## config.mk

```make
export PLATFORM = sky130hd
export DESIGN_NAME = vending_ctrl_param_flat
export DESIGN_NICKNAME = d
export VERILOG_FILES = /design/src/rtl/vending_ctrl_param_if.sv /design/src/rtl/vending_ctrl_param.sv /design/src/flat_wrapper.sv
export SDC_FILE = /design/constraint.sdc
export NUM_CORES = 1
export LEC_CHECK = 0
export CAP_MARGIN = 20
export CORE_MARGIN = 2
export CORE_UTILIZATION = 35
export CTS_CLUSTER_SIZE = 16
export DETAILED_ROUTE_END_ITERATION = 10
export MAX_ROUTING_LAYER = met4
export SYNTH_ARGS = -nofsm -noshare
export SYNTH_HDL_FRONTEND = slang
export SYNTH_SLANG_ARGS = --single-unit
```

## constraint.sdc

```tcl
create_clock -name clk -period 5.11 [get_ports clk]
set_input_delay 1.533 -clock clk [delete_from_list [all_inputs] [get_ports clk]]
set_output_delay 1.533 -clock clk [all_outputs]
set_load 0.02 [all_outputs]
```

## src/rtl/vending_ctrl_param_if.sv

```systemverilog
// Strobe/handshake bundle between the button decoder, the vending core and the display/dispenser side.
// The master drives the strobes and the ack; the slave (vending core) drives status and pulses back.
interface vending_ctrl_param_if #(
    parameter int N_ITEMS  = 3,
    parameter int ID_W     = 2,
    parameter int CREDIT_W = 6,
    parameter int STOCK_W  = 4
);
    logic                coin_half;
    logic                coin_one;
    logic [N_ITEMS-1:0]  sel;
    logic                refund;
    logic                fill_up;
    logic [ID_W-1:0]     inq_id;
    logic                vend_ack;

    logic [CREDIT_W-1:0] credit;
    logic                vend_valid;
    logic [ID_W-1:0]     vend_id;
    logic                change_pulse;
    logic                coin_reject;
    logic                err_empty;
    logic                err_funds;
    logic [STOCK_W-1:0]  stock_q;
    logic                busy;

    modport master (
        output coin_half, coin_one, sel, refund, fill_up, inq_id, vend_ack,
        input  credit, vend_valid, vend_id, change_pulse, coin_reject,
               err_empty, err_funds, stock_q, busy
    );

    modport slave (
        input  coin_half, coin_one, sel, refund, fill_up, inq_id, vend_ack,
        output credit, vend_valid, vend_id, change_pulse, coin_reject,
               err_empty, err_funds, stock_q, busy
    );
endinterface

```

## src/rtl/vending_ctrl_param.sv

```systemverilog
// Vending core: credit accumulation, per-item stock, vend handshake, paced change return
// and inactivity auto-refund. Money is counted in half-yuan units.
module vending_ctrl_param #(
    parameter int N_ITEMS    = 3,
    parameter int ID_W       = 2,
    parameter int PRICE_W    = 5,
    parameter logic [N_ITEMS*PRICE_W-1:0] PRICES = {5'd4, 5'd5, 5'd6},
    parameter int CREDIT_W   = 6,
    parameter int CREDIT_MAX = 20,
    parameter int STOCK_W    = 4,
    parameter int STOCK_INIT = 5,
    parameter int STOCK_MAX  = 15,
    parameter int CHANGE_GAP = 4,
    parameter int TIMEOUT    = 1000
) (
    input  logic                  clk,
    input  logic                  rst_n,
    vending_ctrl_param_if.slave   bus
);
    localparam logic [1:0] S_IDLE   = 2'd0;
    localparam logic [1:0] S_CREDIT = 2'd1;
    localparam logic [1:0] S_VEND   = 2'd2;
    localparam logic [1:0] S_CHANGE = 2'd3;

    localparam int CW1   = CREDIT_W + 1;
    localparam int GAP_W = $clog2(CHANGE_GAP);
    localparam int TO_W  = $clog2(TIMEOUT + 1);

    logic [1:0]          state_q, state_d;
    logic [CREDIT_W-1:0] credit_q, credit_d;
    logic [ID_W-1:0]     vend_id_q, vend_id_d;
    logic [GAP_W-1:0]    gap_q, gap_d;
    logic [TO_W-1:0]     idle_q, idle_d;
    logic                change_pulse_q, change_pulse_d;
    logic                coin_reject_q, coin_reject_d;
    logic                err_empty_q, err_empty_d;
    logic                err_funds_q, err_funds_d;
    logic [STOCK_W-1:0]  stock_out_q;

    logic [STOCK_W-1:0]  stock_arr [N_ITEMS];
    logic [PRICE_W-1:0]  price_arr [N_ITEMS];

    logic                fill_en;
    logic                sel_hit;
    logic [ID_W-1:0]     sel_idx;
    logic                sel_empty, sel_poor;
    logic                coin_en, one_ok, half_ok, activity;
    logic [CW1-1:0]      cred_ext, sum1, sum2;
    logic [CREDIT_W-1:0] vend_rem;

    assign fill_en = (state_q == S_IDLE) && bus.fill_up;

    genvar gi;
    generate
        for (gi = 0; gi < N_ITEMS; gi++) begin : g_item
            logic [STOCK_W-1:0] cnt_q;
            logic               dec;

            // Decrement is guarded so an empty slot can never wrap.
            assign dec = (state_q == S_VEND) && bus.vend_ack &&
                         (vend_id_q == ID_W'(gi)) && (cnt_q != '0);

            always_ff @(posedge clk or negedge rst_n) begin
                if (!rst_n)       cnt_q <= STOCK_W'(STOCK_INIT);
                else if (fill_en) cnt_q <= STOCK_W'(STOCK_MAX);
                else if (dec)     cnt_q <= cnt_q - STOCK_W'(1);
            end

            assign stock_arr[gi] = cnt_q;
            assign price_arr[gi] = PRICES[gi*PRICE_W +: PRICE_W];
        end
    endgenerate

    // Lowest set select bit wins.
    always_comb begin
        sel_hit = 1'b0;
        sel_idx = '0;
        for (int i = N_ITEMS - 1; i >= 0; i--) begin
            if (bus.sel[i]) begin
                sel_hit = 1'b1;
                sel_idx = ID_W'(i);
            end
        end
    end

    // Coin evaluation in one extra bit so the limit compare cannot wrap; coin_one goes first.
    assign coin_en  = (state_q == S_IDLE) || (state_q == S_CREDIT);
    assign cred_ext = {1'b0, credit_q};
    assign one_ok   = coin_en && bus.coin_one && ((cred_ext + CW1'(2)) <= CW1'(CREDIT_MAX));
    assign sum1     = cred_ext + (one_ok ? CW1'(2) : CW1'(0));
    assign half_ok  = coin_en && bus.coin_half && ((sum1 + CW1'(1)) <= CW1'(CREDIT_MAX));
    assign sum2     = sum1 + (half_ok ? CW1'(1) : CW1'(0));
    assign activity = bus.coin_half || bus.coin_one || bus.refund || sel_hit;

    assign sel_empty = (stock_arr[sel_idx] == '0);
    assign sel_poor  = cred_ext < CW1'(price_arr[sel_idx]);
    assign vend_rem  = credit_q - CREDIT_W'(price_arr[vend_id_q]);

    always_comb begin
        state_d        = state_q;
        credit_d       = credit_q;
        vend_id_d      = vend_id_q;
        gap_d          = gap_q;
        idle_d         = '0;
        change_pulse_d = 1'b0;
        err_empty_d    = 1'b0;
        err_funds_d    = 1'b0;
        coin_reject_d  = (bus.coin_one && !one_ok) || (bus.coin_half && !half_ok);

        case (state_q)
            S_IDLE, S_CREDIT: begin
                credit_d = CREDIT_W'(sum2);
                if ((state_q == S_CREDIT) && bus.refund) begin
                    state_d = S_CHANGE;
                    gap_d   = '0;
                end else if (sel_hit) begin
                    if (sel_empty)     err_empty_d = 1'b1;
                    else if (sel_poor) err_funds_d = 1'b1;
                    else begin
                        state_d   = S_VEND;
                        vend_id_d = sel_idx;
                    end
                end else if ((state_q == S_CREDIT) && !activity) begin
                    if (idle_q == TO_W'(TIMEOUT - 1)) begin
                        state_d = S_CHANGE;
                        gap_d   = '0;
                    end else begin
                        idle_d = idle_q + TO_W'(1);
                    end
                end
                if ((state_q == S_IDLE) && (state_d == S_IDLE) && (one_ok || half_ok))
                    state_d = S_CREDIT;
            end
            S_VEND: begin
                if (bus.vend_ack) begin
                    credit_d = vend_rem;
                    gap_d    = '0;
                    state_d  = (vend_rem != '0) ? S_CHANGE : S_IDLE;
                end
            end
            default: begin
                // Payout fires whenever the gap counter is zero; it is zero on entry.
                if (credit_q == '0) begin
                    state_d = S_IDLE;
                end else if (gap_q == '0) begin
                    change_pulse_d = 1'b1;
                    credit_d       = credit_q - CREDIT_W'(1);
                    gap_d          = GAP_W'(CHANGE_GAP - 1);
                    if (credit_q == CREDIT_W'(1)) state_d = S_IDLE;
                end else begin
                    gap_d = gap_q - GAP_W'(1);
                end
            end
        endcase
    end

    always_ff @(posedge clk or negedge rst_n) begin
        if (!rst_n) begin
            state_q        <= S_IDLE;
            credit_q       <= '0;
            vend_id_q      <= '0;
            gap_q          <= '0;
            idle_q         <= '0;
            change_pulse_q <= 1'b0;
            coin_reject_q  <= 1'b0;
            err_empty_q    <= 1'b0;
            err_funds_q    <= 1'b0;
            stock_out_q    <= '0;
        end else begin
            state_q        <= state_d;
            credit_q       <= credit_d;
            vend_id_q      <= vend_id_d;
            gap_q          <= gap_d;
            idle_q         <= idle_d;
            change_pulse_q <= change_pulse_d;
            coin_reject_q  <= coin_reject_d;
            err_empty_q    <= err_empty_d;
            err_funds_q    <= err_funds_d;
            stock_out_q    <= (int'(bus.inq_id) < N_ITEMS) ? stock_arr[bus.inq_id] : '0;
        end
    end

    assign bus.credit       = credit_q;
    assign bus.vend_valid   = (state_q == S_VEND);
    assign bus.vend_id      = vend_id_q;
    assign bus.change_pulse = change_pulse_q;
    assign bus.coin_reject  = coin_reject_q;
    assign bus.err_empty    = err_empty_q;
    assign bus.err_funds    = err_funds_q;
    assign bus.stock_q      = stock_out_q;
    assign bus.busy         = (state_q == S_VEND) || (state_q == S_CHANGE);
endmodule

```

## src/flat_wrapper.sv

```systemverilog
// flat-port wrapper written by rule: the top's interface ports become plain ports
module vending_ctrl_param_flat 
#(
    parameter int N_ITEMS    = 3,
    parameter int ID_W       = 2,
    parameter int PRICE_W    = 5,
    parameter logic [N_ITEMS*PRICE_W-1:0] PRICES = {5'd4, 5'd5, 5'd6},
    parameter int CREDIT_W   = 6,
    parameter int CREDIT_MAX = 20,
    parameter int STOCK_W    = 4,
    parameter int STOCK_INIT = 5,
    parameter int STOCK_MAX  = 15,
    parameter int CHANGE_GAP = 4,
    parameter int TIMEOUT    = 1000
)
  (clk, rst_n, bus_coin_half, bus_coin_one, bus_sel, bus_refund, bus_fill_up, bus_inq_id, bus_vend_ack, bus_credit, bus_vend_valid, bus_vend_id, bus_change_pulse, bus_coin_reject, bus_err_empty, bus_err_funds, bus_stock_q, bus_busy);
  vending_ctrl_param_if #(.N_ITEMS(N_ITEMS), .ID_W(ID_W), .CREDIT_W(CREDIT_W), .STOCK_W(STOCK_W)) bus_i ();
  input  logic clk;
  input  logic rst_n;
  input wire logic [$bits(bus_i.coin_half)-1:0] bus_coin_half;
  input wire logic [$bits(bus_i.coin_one)-1:0] bus_coin_one;
  input wire logic [$bits(bus_i.sel)-1:0] bus_sel;
  input wire logic [$bits(bus_i.refund)-1:0] bus_refund;
  input wire logic [$bits(bus_i.fill_up)-1:0] bus_fill_up;
  input wire logic [$bits(bus_i.inq_id)-1:0] bus_inq_id;
  input wire logic [$bits(bus_i.vend_ack)-1:0] bus_vend_ack;
  output wire logic [$bits(bus_i.credit)-1:0] bus_credit;
  output wire logic [$bits(bus_i.vend_valid)-1:0] bus_vend_valid;
  output wire logic [$bits(bus_i.vend_id)-1:0] bus_vend_id;
  output wire logic [$bits(bus_i.change_pulse)-1:0] bus_change_pulse;
  output wire logic [$bits(bus_i.coin_reject)-1:0] bus_coin_reject;
  output wire logic [$bits(bus_i.err_empty)-1:0] bus_err_empty;
  output wire logic [$bits(bus_i.err_funds)-1:0] bus_err_funds;
  output wire logic [$bits(bus_i.stock_q)-1:0] bus_stock_q;
  output wire logic [$bits(bus_i.busy)-1:0] bus_busy;
  assign bus_i.coin_half = bus_coin_half;
  assign bus_i.coin_one = bus_coin_one;
  assign bus_i.sel = bus_sel;
  assign bus_i.refund = bus_refund;
  assign bus_i.fill_up = bus_fill_up;
  assign bus_i.inq_id = bus_inq_id;
  assign bus_i.vend_ack = bus_vend_ack;
  assign bus_credit = bus_i.credit;
  assign bus_vend_valid = bus_i.vend_valid;
  assign bus_vend_id = bus_i.vend_id;
  assign bus_change_pulse = bus_i.change_pulse;
  assign bus_coin_reject = bus_i.coin_reject;
  assign bus_err_empty = bus_i.err_empty;
  assign bus_err_funds = bus_i.err_funds;
  assign bus_stock_q = bus_i.stock_q;
  assign bus_busy = bus_i.busy;
  vending_ctrl_param #(.N_ITEMS(N_ITEMS), .ID_W(ID_W), .PRICE_W(PRICE_W), .PRICES(PRICES), .CREDIT_W(CREDIT_W), .CREDIT_MAX(CREDIT_MAX), .STOCK_W(STOCK_W), .STOCK_INIT(STOCK_INIT), .STOCK_MAX(STOCK_MAX), .CHANGE_GAP(CHANGE_GAP), .TIMEOUT(TIMEOUT)) u_core (.clk(clk), .rst_n(rst_n), .bus(bus_i));
endmodule
```

; After elaboration in Yosys (flattened, before gate mapping)
; Index checks and enable logic that the tools add are counted.
[word_totals]
reg_bits = 42
input_bits = 12
wordCells = 169
[classes]
eq_ne = 12
mux = 70
bitwise_logic = 6
n_reduce_logical = 50
n_addsub = 11
n_lt_le_gt_ge = 7
[ops]
columns = op, count
row1 = two-way mux 10 bit, 5
row2 = two-way mux 2 bit, 24
row3 = two-way mux 4 bit, 11
row4 = binary-select mux 5 bit (select 2 bit), 2
row5 = two-way mux 5 bit, 4
row6 = nonzero test 4 bit, 5
row7 = logical AND 1 bit, 18
row8 = two-way mux 6 bit, 3
row9 = binary-select mux 4 bit (select 2 bit), 2
row10 = two-way mux 1 bit, 16
row11 = less-or-equal comparator 7 x 5 -> 1 bit (second input constant), 2
row12 = one-hot mux 6 bit (2 select lines), 1
row13 = subtractor 4 x 1 -> 4 bit (second input constant), 3
row14 = adder 10 x 1 -> 10 bit (second input constant), 1
row15 = == test 10 bit (second input constant), 1
row16 = AND reduction 5 bit, 2
row17 = greater-or-equal comparator 3 bit (second input constant), 3
row18 = NOT 2 -> 3 bit, 3
row19 = zero test 2 bit, 4
row20 = one-hot mux 2 bit (2 select lines), 2
row21 = adder 6 x 2 -> 7 bit, 1
row22 = adder 6 x 2 -> 7 bit (second input constant), 1
row23 = adder 7 x 1 -> 7 bit (second input constant), 1
row24 = logical OR 1 bit, 7
row25 = other kinds (22), 34

; Depth between registers and ports, before layout
[depth]
ltp_word = 18
mapped_depth = 22
depth_no_buf = 20

; Least setup slack after synthesis
; Ideal clock, no wire load.
[synth_path]
kind = reg-to-reg
start = reg u_core.credit_q[2], in the netlist u_core.bus.credit[2]
end = reg u_core.credit_q[5], in the netlist u_core.bus.credit[5]
t_required_ps = 4974
arrival_time_ps = 4092
setup_slack_ps = 881
path_stages_with_launch = 21
setup_time_ps = 136
cell_sequence = dfrtp_1 > clkbuf_1 > inv_2 > ha_1 > nand2b_1 > a32o_1 > a221o_1 > and4b_1 > ha_1 > ha_1 > o21a_1 > o22ai_1 > a21oi_1 > nor4_4 > ha_1 > and3_1 > a21o_1 > a22o_1 > a22oi_1 > o22ai_1 > xor2_1
[synth_via]
elab_chain_len = 11
word_cells_on_any_way = 19
cone_classes = add/sub: 6 / order compare: 2 / eq/ne: 1 / mux: 6 / reduce/logical: 4
[synth_rtl]
columns = item, line
row1 = from (decl), vending_ctrl_param.sv:30  ; logic [CREDIT_W-1:0] credit_q, credit_d;
row2 = from (signal assigned), vending_ctrl_param.sv:171  ; credit_q <= credit_d;
row3 = adder 6 x 2 -> 7 bit, vending_ctrl_param.sv:89  ; assign one_ok = coin_en && bus.coin_one && ((cred_ext + CW1'(2)) <= CW1'(CREDIT_MAX));
row4 = less-or-equal comparator 7 x 5 -> 1 bit, vending_ctrl_param.sv:89
row5 = logical AND 1 bit, vending_ctrl_param.sv:89
row6 = two-way mux 2 bit, vending_ctrl_param.sv:90  ; assign sum1 = cred_ext + (one_ok ? CW1'(2) : CW1'(0));
row7 = adder 6 x 2 -> 7 bit, vending_ctrl_param.sv:90
row8 = adder 7 x 1 -> 7 bit, vending_ctrl_param.sv:91  ; assign half_ok = coin_en && bus.coin_half && ((sum1 + CW1'(1)) <= CW1'(CREDIT_MAX));
row9 = less-or-equal comparator 7 x 5 -> 1 bit, vending_ctrl_param.sv:91
row10 = logical AND 1 bit, vending_ctrl_param.sv:91
row11 = two-way mux 1 bit, vending_ctrl_param.sv:92  ; assign sum2 = sum1 + (half_ok ? CW1'(1) : CW1'(0));
row12 = adder 6 bit, vending_ctrl_param.sv:92
row13 = one-hot mux 6 bit (2 select lines), vending_ctrl_param.sv:110  ; case (state_q)
; Parallel ways exist; a longest one is shown, timed or not. The select of a mux whose other input is x is not followed.
; A chain may end at the register's enable or synchronous reset.

; Worst setup path after layout
[layout_path]
start = reg u_core.credit_q[1], in the netlist u_core.bus.credit[1]
end = reg u_core.credit_q[5], in the netlist u_core.bus.credit[5]
; Same word-level chain as after synthesis.

==> key figures <==
Setup path
  • Critical path launch point type: flop
  • Crit path largest cell delay: slightly below 0.6 ns
  • Most frequent CP cell: ha_1
  • Worst Path Max Fanout: 10
  • FF-to-FF path depth: 18
  • Worst reg2reg setup slack: roughly 0.69 ns
  • Critical path startpoint: u_core.bus.credit[1]$_DFFE_PN0P_
  • CP max-delay cell: dfrtp_1
  • Setup crit end: u_core.bus.credit[5]$_DFFE_PN0P_
  • Crit path cell chain: inv_1, ha_1, nand2b_1, a32o_1, a221o_1, and4b_1, ha_1, ha_1, o21a_1, o22ai_1, a21oi_1, nor4_4, ha_1, and3_1, nor4b_1, a22oi_1, o22ai_1, xor2_1
  • WS Path Type: flop to flop
  • Worst Path Arrival: ~4.7 ns
  • Worst path required time: around 5.3 ns
  • Crit end category: flop
  • Worst r2r src: u_core.bus.credit[1]$_DFFE_PN0P_
  • Reg2reg end: u_core.bus.credit[5]$_DFFE_PN0P_

Drt
  • First-pass DRT Iterations: 4
  • Iteration-0 DRC Markers: approximately 110
  • Via density: about 5.4
  • Top Metal Used: met4
  • DRT Wirelength: around 6500 um
  • WL/cell: around 14 um
  • Antenna Nets Post-Route: 0
  • Remaining DRCs: 0
  • Via count: between 2,000 and 2,500
  • Met1 WL: slightly above 3000 um
  • WL met3: 349 um
  • Metal2 WL: 2880 um

Floorplan
  • DIE WIDTH: 94.2 um
  • Total die area: just under 9000 um^2
  • Chip height: ~94 um
  • Initial Utilization: a little over a third
  • Core area: about 7800 um^2
  • IO Count: 30
  • Site Rows: 32

Place
  • Pre-CTS WS: 0.358 ns
  • Detail Placement HPWL: between 4000 and 5000 um
  • Routability cong.: roughly 0.85
  • Number of port buffers: 29
  • Placed instance area: 3240 um^2

Flow run
  • Number of max-cap violations: 0

Synthesis
  • Avg Inst Size Synth: 8.82 um^2
  • Netlist cell types: 58
  • Post-synth EDFFs: 0
  • Prevailing post-synth register cell: dfrtp_1
  • Seq/Total Area, Yosys: between 30% and 40%
  • Post-synth net total: 355
  • Cell Area, Synth: 2850 um^2
  • Yosys warnings: 0
  • Mapped Cells: 323
  • Seq cells post-synth: 42
  • FFs w/ async S/R, synth: 100%

Final layout
  • Area grow syn2layout: 16.9%
  • Layout cells sized above 1: around 7.7%
  • Commonest non-fill, non-tap cell in the layout: dfrtp_1
  • Final net count: roughly 380
  • Post-layout util: approximately 43%
  • Commonest cells after routing, fill and taps aside: dfrtp_1 (36), nand2_1 (33), nor2_1 (29)
  • Diode count: 0
  • Finished Cell Area: roughly 3300 um^2

GRT
  • Total Routing Usage GR: 16.5%
  • Largest net degree at the start of global routing: 43
  • Grt ovf: 0
  • Antenna violations before repair: 0
  • First-pass GRT wire length: roughly 11,000 um
  • Number of global-route vias before repair: roughly 2,300

Clock network
  • Cts repair resizes: 0
  • CTS tree: done
  • Setup bufs post-CTS: 0
  • Htree depth: 2
  • # clock sinks: 42
  • Reg clk slew, reported paths: ~0.08 ns
  • TritonCTS Buffers: 5
  • Clock Path Buffers: 2
  • Clock Latency Late Sink: 0.30 ns
  • Post-CTS Hold Buffers: 0
  • Clock Root Buffer: clkbuf_8

Outcome
  • Status: finished, final reports clean

Pwr
  • Pwr dens: about 530 nW/um^2
  • LEAKAGE: 1.44 nW
  • VDD IR max: ~0.22 mV

Timing
  • Post-route setup TNS: 0 ns
  • RSZ-0062 raised after global routing: false
  • Worst-Margin Slew: about 0.94 ns
  • Relative slew margins: 37.2%
  • Setup ws final: about 0.7 ns
  • F_max: ~230 MHz
  • Min cycle time layout: about 4.4 ns
  • # setup viols final: 0
  • Max-slew violations: 0
  • Final period util: between 80 and 90%
  • Worst-case clock skew: 0.00900 ns
  • Final hold violations: 0

Hold path
  • Hold Crit Class: flop to flop
[routing by layer]
metal / global-route usage, % / up-vias
li1: - / 1197
met1: 22.1 / 1173
met2: 24.2 / 53
met3: 4.17 / 10
met4: 5.68 / 0
met5: - / -
[registers in the layout (all words and copies together), names as in the netlist]
name / count
u_core.g_item.cnt_q: 12
u_core.idle_q: 10
u_core.bus.credit: 6
u_core.bus.stock_q: 4
u_core.bus.vend_id: 2
u_core.gap_q: 2
u_core.state_q: 2
u_core.bus.change_pulse: 1
u_core.bus.coin_reject: 1
u_core.bus.err_empty: 1
u_core.bus.err_funds: 1
[synthesized netlist by cell type (all sizes together) (6+ instances only)]
cell / number / area (um^2)
dfrtp: 36 / 901
nand2: 33 / 124
nor2: 29 / 109
o21ai: 27 / 135
ha: 19 / 238
inv: 19 / 71.3
a21oi: 16 / 80.1
and3: 11 / 68.8
nand3: 11 / 55.1
clkbuf: 10 / 37.5
xor2: 10 / 87.6
nor2b: 8 / 50.1
mux2i: 7 / 70.1
nor3: 7 / 35.0
xnor2: 7 / 61.3
dfstp: 6 / 158
nor3b: 6 / 50.1
[logic make-up (layout without fill, tap and decap cells)]
| family | Yosys count | in the layout | share of synthesized area [%] |
|---|---|---|---|
| mux | 9 | 9 | 3.25 |
| xor+xnor | 17 | 17 | 5.22 |
| simple gates | 126 | 126 | 23.1 |
| compound gates | 76 | 76 | 17.8 |
| flops | 42 | 42 | 37.1 |
| fa+ha+maj | 20 | 20 | 9.04 |
| buf+inv | 33 | 60 | 4.43 |
[report_power, final]
part           total (mW)  switching, mW  internal, mW
Combinational       0.945          0.523         0.422
Clock               0.228          0.120         0.109
Sequential          0.605          0.147         0.458
[stage by stage]
step / instances / hold slack [ns] / power [mW]
2_1_floorplan: 323 / 0.449 / 1.26
3_3_place_gp: 444 / 0.463 / 1.54
3_5_place_dp: 444 / 0.466 / 1.56
4_1_cts: 452 / 0.486 / 1.80
5_1_grt: 452 / 0.509 / 1.96
6_report: 452 / 0.477 / 1.78
[worst max-delay path: cells and delay by family (launching register included)]
family                     cells  cell delay [ns]
DFF                            1             0.58
AOI/OAI and AO/OA              7             1.27
xor gates and xnor gates       1             0.15
buffers and inverters          1             0.20
adders and majority gates      4             1.12
and+or+nand+nor                5             1.03
[how the worst min path moves through the flow]
stage	from	endpoint	slack, ns	cells after the start
4_1_cts	u_core.gap_q[1]$_DFFE_PN0P_	u_core.gap_q[1]$_DFFE_PN0P_	0.49	2
6_report	u_core.gap_q[1]$_DFFE_PN0P_	u_core.gap_q[1]$_DFFE_PN0P_	0.48	2
5_1_grt	u_core.gap_q[1]$_DFFE_PN0P_	u_core.gap_q[1]$_DFFE_PN0P_	0.51	2
3_5_place_dp	u_core.gap_q[1]$_DFFE_PN0P_	u_core.gap_q[1]$_DFFE_PN0P_	0.47	2
2_1_floorplan	u_core.gap_q[0]$_DFFE_PN0P_	u_core.gap_q[0]$_DFFE_PN0P_	0.45	2
3_3_place_gp	u_core.gap_q[0]$_DFFE_PN0P_	u_core.gap_q[0]$_DFFE_PN0P_	0.46	2
[cell type report]
class / instances / area [um^2]
well taps: 102 / 128
inverters: 19 / 71.3
clock inverters: 2 / 12.5
clock buffers: 6 / 82.6
fillers: 761 / 4470
multi-input cells: 248 / 1670
flip-flops and latches: 42 / 1060
repair buffers: 33 / 315
No activity file was read; power rests on OpenSTA's default activity.
